$ cat config.mk
export PLATFORM = sky130hd
export DESIGN_NAME = rpn_sequencer_flat
export DESIGN_NICKNAME = d
export VERILOG_FILES = /design/src/rtl/rpn_sequencer_if.sv /design/src/rtl/rpn_sequencer.sv /design/src/flat_wrapper.sv
export SDC_FILE = /design/constraint.sdc
export NUM_CORES = 1
export LEC_CHECK = 0
export BUFFER_PORTS_ARGS = -buffer_cell sky130_fd_sc_hd__buf_2
export CORE_ASPECT_RATIO = 1.5
export CORE_MARGIN = 5
export CORE_UTILIZATION = 59
export DETAILED_ROUTE_END_ITERATION = 10
export PLACE_DENSITY_LB_ADDON = 0.2
export SLEW_MARGIN = 20
export SYNTH_ARGS = -nofsm -noshare
export SYNTH_HDL_FRONTEND = slang
export SYNTH_SLANG_ARGS = --single-unit
$ cat constraint.sdc
create_clock -name i_clk -period 4.5 [get_ports i_clk]
set_clock_uncertainty 0.1 [all_clocks]
set_input_delay 0.45 -clock i_clk [delete_from_list [all_inputs] [get_ports i_clk]]
set_output_delay 0.45 -clock i_clk [all_outputs]
set_load 0.03 [all_outputs]
$ cat src/rtl/rpn_sequencer_if.sv
// rtl/rpn_sequencer_if.sv - command/result handshake bundle for rpn_sequencer
interface rpn_sequencer_if #(
  parameter int DATA_WIDTH = 8
);
  logic                  cmd_valid;
  logic                  cmd_ready;
  logic [2:0]            cmd_op;
  logic [DATA_WIDTH-1:0] cmd_data;
  logic                  res_valid;
  logic [DATA_WIDTH-1:0] res_data;
  logic                  res_carry;
  logic                  err;
  logic [1:0]            err_code;

  modport master (
    output cmd_valid, cmd_op, cmd_data,
    input  cmd_ready, res_valid, res_data, res_carry, err, err_code
  );

  modport slave (
    input  cmd_valid, cmd_op, cmd_data,
    output cmd_ready, res_valid, res_data, res_carry, err, err_code
  );
endinterface

$ cat src/rtl/rpn_sequencer.sv
// rtl/rpn_sequencer.sv - RPN command sequencer, sole push/pop master of the hardware stack
module rpn_sequencer #(
  parameter int DATA_WIDTH = 8,
  parameter int ADDR_BITS  = 8,
  parameter int POP_LAT    = 2
) (
  input  logic                  i_clk,
  input  logic                  i_rst_n,
  rpn_sequencer_if.slave        cmd_bus,
  output logic                  o_stk_push,
  output logic                  o_stk_pop,
  output logic [DATA_WIDTH-1:0] o_stk_wr_data,
  input  logic [DATA_WIDTH-1:0] i_stk_rd_data,
  input  logic [ADDR_BITS-1:0]  i_stk_sp,
  input  logic                  i_stk_overflow,
  input  logic                  i_stk_underflow
);
  localparam logic [2:0] OP_PUSH = 3'b000;
  localparam logic [2:0] OP_ADD  = 3'b001;
  localparam logic [2:0] OP_SUB  = 3'b010;
  localparam logic [2:0] OP_MUL  = 3'b011;
  localparam logic [2:0] OP_DUP  = 3'b100;
  localparam logic [2:0] OP_SWAP = 3'b101;
  localparam logic [2:0] OP_DROP = 3'b110;
  localparam logic [2:0] OP_NOP  = 3'b111;

  localparam int                   WW        = $clog2(POP_LAT + 1);
  localparam logic [WW-1:0]        WAIT_LOAD = WW'(POP_LAT - 1);
  localparam logic [ADDR_BITS-1:0] SP_MAX    = '1;

  typedef enum logic [3:0] {
    S_IDLE, S_POP_A, S_WAIT_A, S_POP_B, S_WAIT_B, S_EXEC, S_PUSH_1, S_PUSH_2, S_DONE
  } state_t;

  state_t                r_state;
  logic [2:0]            r_op;
  logic [DATA_WIDTH-1:0] r_a;
  logic [DATA_WIDTH-1:0] r_b;
  logic [WW-1:0]         r_wait;
  logic [DATA_WIDTH-1:0] r_rpt;
  logic                  r_carry;
  logic                  r_cmd_ready;
  logic                  r_res_valid;
  logic [DATA_WIDTH-1:0] r_res_data;
  logic                  r_res_carry;
  logic                  r_err;
  logic [1:0]            r_err_code;
  logic                  r_stk_push;
  logic                  r_stk_pop;
  logic [DATA_WIDTH-1:0] r_stk_wr_data;

  logic                  w_few;
  logic                  w_full;
  logic [DATA_WIDTH:0]   w_sum;
  logic [DATA_WIDTH:0]   w_diff;
  logic [DATA_WIDTH-1:0] w_prod;
  logic [DATA_WIDTH-1:0] w_alu;
  logic                  w_alu_c;

  // Admission checks look at the incoming op, not r_op, since they decide acceptance.
  always_comb begin
    w_few  = 1'b0;
    w_full = 1'b0;
    case (cmd_bus.cmd_op)
      OP_ADD, OP_SUB, OP_MUL, OP_SWAP: w_few = (i_stk_sp < ADDR_BITS'(2));
      OP_DROP:                         w_few = (i_stk_sp == '0);
      OP_DUP: begin
        w_few  = (i_stk_sp == '0);
        w_full = (i_stk_sp == SP_MAX);
      end
      OP_PUSH:                         w_full = (i_stk_sp == SP_MAX);
      default: ;
    endcase
  end

  assign w_sum  = {1'b0, r_b} + {1'b0, r_a};
  assign w_diff = {1'b0, r_b} - {1'b0, r_a};
  assign w_prod = r_b * r_a;

  always_comb begin
    w_alu   = w_prod;
    w_alu_c = 1'b0;
    if (r_op == OP_ADD) begin
      w_alu   = w_sum[DATA_WIDTH-1:0];
      w_alu_c = w_sum[DATA_WIDTH];
    end else if (r_op == OP_SUB) begin
      w_alu   = w_diff[DATA_WIDTH-1:0];
      w_alu_c = w_diff[DATA_WIDTH];
    end
  end

  always_ff @(posedge i_clk or negedge i_rst_n) begin
    if (!i_rst_n) begin
      r_state       <= S_IDLE;
      r_op          <= OP_NOP;
      r_a           <= '0;
      r_b           <= '0;
      r_wait        <= '0;
      r_rpt         <= '0;
      r_carry       <= 1'b0;
      r_cmd_ready   <= 1'b0;
      r_res_valid   <= 1'b0;
      r_res_data    <= '0;
      r_res_carry   <= 1'b0;
      r_err         <= 1'b0;
      r_err_code    <= 2'b00;
      r_stk_push    <= 1'b0;
      r_stk_pop     <= 1'b0;
      r_stk_wr_data <= '0;
    end else begin
      r_stk_push    <= 1'b0;
      r_stk_pop     <= 1'b0;
      r_stk_wr_data <= '0;
      r_res_valid   <= 1'b0;
      r_res_data    <= '0;
      r_res_carry   <= 1'b0;
      r_err         <= 1'b0;
      r_err_code    <= 2'b00;
      case (r_state)
        S_IDLE: begin
          r_cmd_ready <= 1'b1;
          if (cmd_bus.cmd_valid && r_cmd_ready) begin
            r_cmd_ready <= 1'b0;
            r_op        <= cmd_bus.cmd_op;
            r_rpt       <= '0;
            r_carry     <= 1'b0;
            if (i_stk_overflow || i_stk_underflow) begin
              r_state     <= S_DONE;
              r_res_valid <= 1'b1;
              r_err       <= 1'b1;
              r_err_code  <= 2'b11;
            end else if (w_few) begin
              r_state     <= S_DONE;
              r_res_valid <= 1'b1;
              r_err       <= 1'b1;
              r_err_code  <= 2'b01;
            end else if (w_full) begin
              r_state     <= S_DONE;
              r_res_valid <= 1'b1;
              r_err       <= 1'b1;
              r_err_code  <= 2'b10;
            end else if (cmd_bus.cmd_op == OP_PUSH) begin
              r_state       <= S_PUSH_1;
              r_stk_push    <= 1'b1;
              r_stk_wr_data <= cmd_bus.cmd_data;
              r_rpt         <= cmd_bus.cmd_data;
            end else if (cmd_bus.cmd_op == OP_NOP) begin
              r_state     <= S_DONE;
              r_res_valid <= 1'b1;
            end else begin
              r_state   <= S_POP_A;
              r_stk_pop <= 1'b1;
            end
          end
        end
        S_POP_A: begin
          r_state <= S_WAIT_A;
          r_wait  <= WAIT_LOAD;
        end
        S_WAIT_A: begin
          if (r_wait != '0) begin
            r_wait <= r_wait - WW'(1);
          end else begin
            r_a <= i_stk_rd_data;
            if (r_op == OP_DROP) begin
              r_state     <= S_DONE;
              r_res_valid <= 1'b1;
            end else if (r_op == OP_DUP) begin
              r_state       <= S_PUSH_1;
              r_stk_push    <= 1'b1;
              r_stk_wr_data <= i_stk_rd_data;
              r_rpt         <= i_stk_rd_data;
            end else begin
              r_state   <= S_POP_B;
              r_stk_pop <= 1'b1;
            end
          end
        end
        S_POP_B: begin
          r_state <= S_WAIT_B;
          r_wait  <= WAIT_LOAD;
        end
        S_WAIT_B: begin
          if (r_wait != '0) begin
            r_wait <= r_wait - WW'(1);
          end else begin
            r_b <= i_stk_rd_data;
            if (r_op == OP_SWAP) begin
              r_state       <= S_PUSH_1;
              r_stk_push    <= 1'b1;
              r_stk_wr_data <= r_a;
            end else begin
              r_state <= S_EXEC;
            end
          end
        end
        S_EXEC: begin
          r_rpt         <= w_alu;
          r_carry       <= w_alu_c;
          r_state       <= S_PUSH_1;
          r_stk_push    <= 1'b1;
          r_stk_wr_data <= w_alu;
        end
        S_PUSH_1: begin
          if (r_op == OP_DUP || r_op == OP_SWAP) begin
            r_state       <= S_PUSH_2;
            r_stk_push    <= 1'b1;
            r_stk_wr_data <= (r_op == OP_DUP) ? r_a : r_b;
          end else begin
            r_state     <= S_DONE;
            r_res_valid <= 1'b1;
            r_res_data  <= r_rpt;
            r_res_carry <= r_carry;
          end
        end
        S_PUSH_2: begin
          // SWAP leaves r_rpt at zero, so only DUP reports a value here.
          r_state     <= S_DONE;
          r_res_valid <= 1'b1;
          r_res_data  <= r_rpt;
          r_res_carry <= r_carry;
        end
        S_DONE: begin
          r_state     <= S_IDLE;
          r_cmd_ready <= 1'b1;
        end
        default: r_state <= S_IDLE;
      endcase
    end
  end

  assign cmd_bus.cmd_ready = r_cmd_ready;
  assign cmd_bus.res_valid = r_res_valid;
  assign cmd_bus.res_data  = r_res_data;
  assign cmd_bus.res_carry = r_res_carry;
  assign cmd_bus.err       = r_err;
  assign cmd_bus.err_code  = r_err_code;
  assign o_stk_push        = r_stk_push;
  assign o_stk_pop         = r_stk_pop;
  assign o_stk_wr_data     = r_stk_wr_data;
endmodule
$ cat src/flat_wrapper.sv
// flat-port wrapper written by rule: the top's interface ports become plain ports
module rpn_sequencer_flat 
#(
  parameter int DATA_WIDTH = 8,
  parameter int ADDR_BITS  = 8,
  parameter int POP_LAT    = 2
)
  (i_clk, i_rst_n, o_stk_push, o_stk_pop, o_stk_wr_data, i_stk_rd_data, i_stk_sp, i_stk_overflow, i_stk_underflow, cmd_bus_cmd_valid, cmd_bus_cmd_op, cmd_bus_cmd_data, cmd_bus_cmd_ready, cmd_bus_res_valid, cmd_bus_res_data, cmd_bus_res_carry, cmd_bus_err, cmd_bus_err_code);
  rpn_sequencer_if #(.DATA_WIDTH(DATA_WIDTH)) cmd_bus_i ();
  input  logic i_clk;
  input  logic i_rst_n;
  output logic o_stk_push;
  output logic o_stk_pop;
  output logic [DATA_WIDTH-1:0] o_stk_wr_data;
  input  logic [DATA_WIDTH-1:0] i_stk_rd_data;
  input  logic [ADDR_BITS-1:0] i_stk_sp;
  input  logic i_stk_overflow;
  input  logic i_stk_underflow;
  input wire logic [$bits(cmd_bus_i.cmd_valid)-1:0] cmd_bus_cmd_valid;
  input wire logic [$bits(cmd_bus_i.cmd_op)-1:0] cmd_bus_cmd_op;
  input wire logic [$bits(cmd_bus_i.cmd_data)-1:0] cmd_bus_cmd_data;
  output wire logic [$bits(cmd_bus_i.cmd_ready)-1:0] cmd_bus_cmd_ready;
  output wire logic [$bits(cmd_bus_i.res_valid)-1:0] cmd_bus_res_valid;
  output wire logic [$bits(cmd_bus_i.res_data)-1:0] cmd_bus_res_data;
  output wire logic [$bits(cmd_bus_i.res_carry)-1:0] cmd_bus_res_carry;
  output wire logic [$bits(cmd_bus_i.err)-1:0] cmd_bus_err;
  output wire logic [$bits(cmd_bus_i.err_code)-1:0] cmd_bus_err_code;
  assign cmd_bus_i.cmd_valid = cmd_bus_cmd_valid;
  assign cmd_bus_i.cmd_op = cmd_bus_cmd_op;
  assign cmd_bus_i.cmd_data = cmd_bus_cmd_data;
  assign cmd_bus_cmd_ready = cmd_bus_i.cmd_ready;
  assign cmd_bus_res_valid = cmd_bus_i.res_valid;
  assign cmd_bus_res_data = cmd_bus_i.res_data;
  assign cmd_bus_res_carry = cmd_bus_i.res_carry;
  assign cmd_bus_err = cmd_bus_i.err;
  assign cmd_bus_err_code = cmd_bus_i.err_code;
  rpn_sequencer #(.DATA_WIDTH(DATA_WIDTH), .ADDR_BITS(ADDR_BITS), .POP_LAT(POP_LAT)) u_core (.i_clk(i_clk), .i_rst_n(i_rst_n), .cmd_bus(cmd_bus_i), .o_stk_push(o_stk_push), .o_stk_pop(o_stk_pop), .o_stk_wr_data(o_stk_wr_data), .i_stk_rd_data(i_stk_rd_data), .i_stk_sp(i_stk_sp), .i_stk_overflow(i_stk_overflow), .i_stk_underflow(i_stk_underflow));
endmodule
==> impl_metrics.csv, run 1 <==
group,metric,value,unit
status,outcome,"completed",
run,drv_cap,0,
global_route,grt-busiest-layer,"met2",
clock_network,cts_root_buf,"clkbuf_8",
setup_path,cp-endpoint,"u_core.o_stk_wr_data[7]$_DFF_PN0_",
yosys,synth_area_leaders,"dfrtp_1, ha_1, fa_1",
yosys,yosys_warnings,0,
floorplanning,dieArea,0.00938,mm^2
clock_network,clockBufferDepth,2,
clock_network,clock-sinks,58,
floorplanning,die_y,116,um
global_route,grt_max_degree,59,
routing,wl,12800,um
timing,min_period,4280,ps
placed_design,gp_congestion,1.03,
setup_path,crit_start,"u_core.r_b[3]$_DFFE_PN0P_",
floorplanning,boundaryPins,56,
setup_path,start_kind,"flop",
timing,finalCritPeriodShare,0.952,
yosys,synth_edf_count,0,
routing,drc,0,
yosys,synth_xor_area_frac,0.0432,
yosys,syn_nets,556,
yosys,synth_top_family_by_area,"simple AND/OR/NAND/NOR gates",
setup_path,end_kind,"flop",
setup_path,timing_worst_setup_path_type,"reg2reg",
global_route,grt_pass1_wl,20400,um
yosys,async_reset_ff_frac,1.00,
clock_network,cts_tree,"yes",
global_route,grtUsageMet1,0.322,
timing,tightest_slew,859,ps
clock_network,cts_buffers,9,
yosys,synth_commonest_cells,"dfrtp_1, nor2_1, inv_1",
clock_network,htree_levels,3,
floorplanning,die-width,80.8,um
global_route,gr-total-overflow,0,
global_route,grtUsageMet2,0.509,
timing,rsz0062_at_grt,"false",
placed_design,io_buffers,55,
finish,syn_to_final_growth,13.5,%
setup_path,r2r_start,"u_core.r_b[3]$_DFFE_PN0P_",
finish,diodes,0,
setup_path,cp.required,4640,ps
clock_network,ctsHoldBuffers,0,
timing,hold_violations,0,
yosys,synth_fa_ha_area_frac,0.156,
yosys,netlist.area_leader.share,0.311,
finish,fin_nets,617,
routing,dr.first_iter.drc_count,349,
setup_path,reg2reg_depth,15,
timing,timing.slew.headroom,0.425,
min_path,hp-class,"in2async",
routing,route.vias.total,3900,
global_route,antenna_found_initial,0,
routing,routedWlPerCell,20.0,um
routing,via_per_inst,6.07,
floorplanning,start_util,0.609,
finish,drive_gt1_frac,0.214,
setup_path,cp.arrival,4430,ps
global_route,grtUsageMet3,0.0440,
yosys,synth_ff_type,"dfrtp_1",
clock_network,path_clk_slew,70,ps
yosys,ys_ff_latch,58,
yosys,synth_compound_area_frac,0.168,
yosys,synth_area,0.00443,mm^2
timing,fin_setup_tns,0,ps
yosys,synthSimpleGateAreaFrac,0.194,
finish,nFillCells,630,
yosys,yosysMostFrequentCell,"dfrtp_1",
timing,clock.fmax,233,MHz
yosys,syn_area_per_cell,9.29,um^2
setup_path,r2r-end,"u_core.o_stk_wr_data[7]$_DFF_PN0_",
clock_network,worstSkewPairLatency,350,ps
yosys,ys_types,67,
yosys,syn_inst,477,
global_route,grtUsageTotal,0.295,
setup_path,r2r_slack,220,ps
yosys,synth_largest_area_cell,"dfrtp_1",
timing,maxSlewViolCount,0,
yosys,ys_seq_area_frac,0.328,
routing,dr.pass1.iters,5,
global_route,grt_pass1_vias,3925,
setup_path,worstPathMaxFanout,8,
timing,finalSetupViolations,0,
floorplanning,core,0.00727,mm^2
routing,antenna_left,0,
floorplanning,std_cell_rows,38,
yosys,muxShareOfSynthArea,0.0576,
placed_design,dp_hpwl,9940,um
-- worst max-delay path, stage by stage (launching register included) --
cell and delay (ps):
dfrtp_1 480, ha_1 190, inv_1 90, fa_1 540
inv_1 40, ha_1 290, fa_1 540, inv_1 50
fa_1 530, inv_1 40, ha_1 310, a21oi_1 220
xnor2_2 140, xnor2_1 100, o221a_1 250, a211o_1 270
-- repair_timing --
action | CTS | global route
resized for setup | 0 | 1
setup endpoints to repair | 0 | 2
setup buffers | 0 | 0
-- sequential cells by signal (all words and copies together), names as in the netlist --
signal	cells
u_core.r_b	8
u_core.o_stk_pop	1
u_core.cmd_bus.res_carry	1
u_core.r_carry	1
u_core.r_rpt	8
u_core.cmd_bus.err	1
u_core.r_a	8
u_core.o_stk_wr_data	8
u_core.r_op	3
u_core.cmd_bus.res_valid	1
u_core.r_state	4
u_core.cmd_bus.err_code	2
u_core.o_stk_push	1
u_core.r_wait	2
u_core.cmd_bus.cmd_ready	1
u_core.cmd_bus.res_data	8
-- per-stage QoR --
step	util	area, um^2	setup WS, ps	hold slack [ps]	cells
5_1_grt	0.691	5030	14.0	203	643
6_report	0.691	5030	216	142	643
2_1_floorplan	-	4430	336	54.4	477
3_5_place_dp	0.665	4830	187	369	627
3_3_place_gp	0.665	4830	308	360	627
4_1_cts	0.691	5030	145	161	643
-- logic make-up after synthesis --
group / count (synthesis)
muxes: 23
DFF: 58
adders and majority gates: 47
xor gates and xnor gates: 21
and+or+nand+nor: 166
buffers and inverters: 58
AOI/OAI and AO/OA: 104
-- per-layer routing --
metal / wire length [um] / vias to the layer above
met5: 0 / -
met4: 921 / 0
met3: 812 / 56
met2: 6720 / 184
met1: 4380 / 1865
li1: - / 1795
-- layout by cell type (no fill, tap or decap), types with 6 or more instances in the layout --
master / synthesis / layout
a21oi_1: 24 / 24
nand2_1: 36 / 36
nand3_1: 11 / 11
mux2_2: 19 / 19
nor2b_1: 10 / 10
inv_1: 42 / 42
ha_1: 33 / 33
nor2_1: 47 / 47
nor3_1: 6 / 6
clkbuf_8: 0 / 9
o22ai_1: 7 / 7
and2_1: 20 / 20
a31oi_1: 6 / 6
a21o_1: 6 / 6
buf_4: 0 / 10
fa_1: 14 / 14
a221o_1: 6 / 6
nand2b_1: 10 / 10
dfrtp_1: 55 / 54
xnor2_1: 15 / 15
buf_2: 5 / 55
o21ai_0: 9 / 9
-- area by class of cell --
class	instances	area, um^2	area share
Inverter	43	161	0.0321
Timing Repair Buffer	65	350	0.0697
Multi-Input combinational cell	361	2740	0.545
Clock buffer	9	124	0.0246
Clock inverter	7	70.1	0.0139
Tap cell	100	125	0.0249
Sequential cell	58	1460	0.290
-- worst min path at each step --
stage,start,endpoint,slack (ps),depth (start not counted)
2_1_floorplan,i_rst_n,u_core.cmd_bus.cmd_ready$_DFFE_PN0P_,50,0
3_3_place_gp,u_core.r_wait[1]$_DFFE_PN0P_,u_core.r_wait[1]$_DFFE_PN0P_,360,2
3_5_place_dp,u_core.r_rpt[2]$_DFFE_PN0P_,u_core.cmd_bus.res_data[2]$_DFF_PN0_,370,1
4_1_cts,i_rst_n,u_core.cmd_bus.res_data[5]$_DFF_PN0_,160,2
5_1_grt,i_rst_n,u_core.o_stk_wr_data[4]$_DFF_PN0_,200,2
6_report,i_rst_n,u_core.cmd_bus.res_data[5]$_DFF_PN0_,140,2
Power of run 1 is left out: the tool's default activity adds up to more than one toggle a clock period on the data nets, which glitch-free logic cannot reach.
==> run 2, diff against run 1 <==
--- a/config.mk
+++ b/config.mk
@@ -7,8 +7,8 @@
 export LEC_CHECK = 0
 export BUFFER_PORTS_ARGS = -buffer_cell sky130_fd_sc_hd__buf_2
 export CORE_ASPECT_RATIO = 1.5
-export CORE_MARGIN = 5
-export CORE_UTILIZATION = 59
+export CORE_MARGIN = 2
+export CORE_UTILIZATION = 53
 export DETAILED_ROUTE_END_ITERATION = 10
 export PLACE_DENSITY_LB_ADDON = 0.2
 export SLEW_MARGIN = 20
==> constraint.sdc (replaced) <==
create_clock -name i_clk -period 3.9 [get_ports i_clk]
set_clock_uncertainty 0.1 [all_clocks]
set_input_delay 0.39 -clock i_clk [delete_from_list [all_inputs] [get_ports i_clk]]
set_output_delay 0.39 -clock i_clk [all_outputs]
set_load 0.03 [all_outputs]
==> run 2 against run 1 <==
Effect of this change: via count up 1.7%; first-iteration DRC count down 12%; the run now ends with negative setup slack left; clock-buffer cell count up 2; cell area up 8.7%; sequential cell count unchanged; routed wire length about the same; core utilization down 1.3 points; worst setup slack worse by 270 ps; sequential share of layout area down 2.3 points.
==> impl_metrics.csv, run 2 (synthesized netlist as in run 1, its figures left out) <==
group,metric,value,unit
routing,route.vias.total,3968,
routing,wl,12800,um
timing,min_period,3960,ps
timing,hold_violations,0,
placed_design,io_buffers,55,
finish,syn_to_final_growth,23.4,%
status,outcome,"complete, but fails checks",
floorplanning,die_y,116,um
finish,final_common_cell,"buf_2",
routing,via_per_inst,5.89,
global_route,grtUsageMet3,0.0452,
routing,routedWlPerCell,19.1,um
clock_network,worstSkewPairLatency,330,ps
routing,dr.pass1.iters,5,
timing,finalSetupViolations,3,
timing,finalWorstSetupSlack,-59.0,ps
global_route,grt_max_degree,59,
clock_network,cts_tree,"yes",
floorplanning,boundaryPins,56,
global_route,grt-busiest-layer,"met2",
timing,tightest_slew,718,ps
placed_design,dp_hpwl,9910,um
timing,fin_hold_ws,96.6,ps
global_route,grtUsageTotal,0.300,
setup_path,worstPathMaxFanout,3,
global_route,grtUsageMet1,0.327,
setup_path,end_kind,"flop",
floorplanning,dieArea,0.00912,mm^2
finish,final_cell_mix,"buf_2, dfrtp_1, nor2_1",
global_route,grtUsageMet2,0.542,
timing,finalCritPeriodShare,1.02,
global_route,antenna_found_initial,0,
clock_network,cts_buffers,9,
clock_network,path_clk_slew,50,ps
routing,dr.first_iter.drc_count,306,
setup_path,cp.required,4010,ps
finish,diodes,0,
global_route,grt_pass1_vias,4131,
floorplanning,start_util,0.550,
floorplanning,core,0.00806,mm^2
routing,drc,0,
global_route,gr-total-overflow,0,
setup_path,timing_worst_setup_path_type,"reg2reg",
timing,rsz0062_at_grt,"true",
clock_network,cts_root_buf,"clkbuf_16",
setup_path,start_kind,"flop",
clock_network,clock-sinks,58,
timing,timing.slew.headroom,0.522,
status,violations,"negative setup slack",
timing,maxSlewViolCount,0,
run,drv_cap,0,
floorplanning,std_cell_rows,40,
finish,fin_nets,643,
setup_path,cp.arrival,4070,ps
routing,antenna_left,0,
min_path,hp-class,"in2async",
finish,drive_gt1_frac,0.299,
timing,clock.fmax,253,MHz
placed_design,gp_congestion,0.957,
floorplanning,die-width,78.7,um
global_route,grt_pass1_wl,20700,um
clock_network,clockBufferDepth,2,
clock_network,htree_levels,3,
[run 2: cell count changes in the layout (fill, tap and decap cells not counted), sizes merged]
cell,delta
clkinvlp,-1
buf,+26
bufinv,+1
clkinv,-2
clkbuf,+2
[run 2: final timing paths]
path / start / depth (start not counted) / slack (ps) / endpoint
max: u_core.r_a[4]$_DFFE_PN0P_ / 14 / -60 / u_core.r_rpt[7]$_DFFE_PN0P_
min: i_rst_n / 2 / 100 / u_core.cmd_bus.res_data[2]$_DFF_PN0_
max reg2reg: u_core.r_a[4]$_DFFE_PN0P_ / 14 / -60 / u_core.r_rpt[7]$_DFFE_PN0P_
min reg2reg: u_core.r_rpt[0]$_DFFE_PN0P_ / 1 / 380 / u_core.cmd_bus.res_data[0]$_DFF_PN0_
max in group asynchronous: i_rst_n / 2 / 3090 / u_core.r_a[2]$_DFFE_PN0P_
min in group i_clk: cmd_bus_cmd_data[5] / 3 / 200 / u_core.o_stk_wr_data[5]$_DFF_PN0_
[run 2: final cells by class]
| class | count | area, um^2 |
|---|---|---|
| flip-flops and latches | 58 | 1460 |
| well taps | 105 | 131 |
| multi-input cells | 361 | 2840 |
| clock inverters | 5 | 78.8 |
| repair buffers | 91 | 566 |
| clock buffers | 11 | 233 |
| inverters | 43 | 161 |
| fillers | 664 | 2590 |
[run 2: per-stage QoR]
| step | utilization | cell area (um^2) | TNS [ps] | worst slack, ps | cells |
|---|---|---|---|---|---|
| after floorplan | - | 4490 | 0 | 18.1 | 477 |
| after global placement | 0.626 | 5040 | -31.2 | -25.1 | 651 |
| after detailed placement | 0.626 | 5040 | -251 | -117 | 651 |
| final | 0.679 | 5470 | -160 | -59.0 | 674 |
| after CTS | 0.674 | 5430 | -7.44 | -7.44 | 671 |
| after global routing | 0.679 | 5470 | -497 | -157 | 674 |
[run 2: what timing repair did]
| item | in CTS | in global routing |
|---|---|---|
| gates resized for setup | 16 | 6 |
| hold buffers | 0 | 0 |
| pin swaps | 20 | 13 |
| hold endpoints to repair | 0 | 0 |
| setup endpoints to repair | 4 | 5 |
| buffers inserted | 4 | 3 |
| gates cloned | 0 | 0 |
[run 2: worst max-delay path, cell delays in order, from the launching register on]
cell	delay (ps)
dfrtp_1	400
nand2_2	90
fa_2	410
fa_1	530
inv_2	60
fa_1	560
inv_2	40
fa_2	530
inv_2	40
ha_4	280
a21oi_4	60
xnor2_2	130
xnor2_1	120
o221a_1	250
a211o_1	230
[run 2: per-layer routing]
metal / up-vias / part of all wire
met5: - / 0
met3: 45 / 0.047
met2: 149 / 0.53
li1: 1856 / -
met4: 0 / 0.058
met1: 1918 / 0.37
Power of run 2 is left out for the same reason.
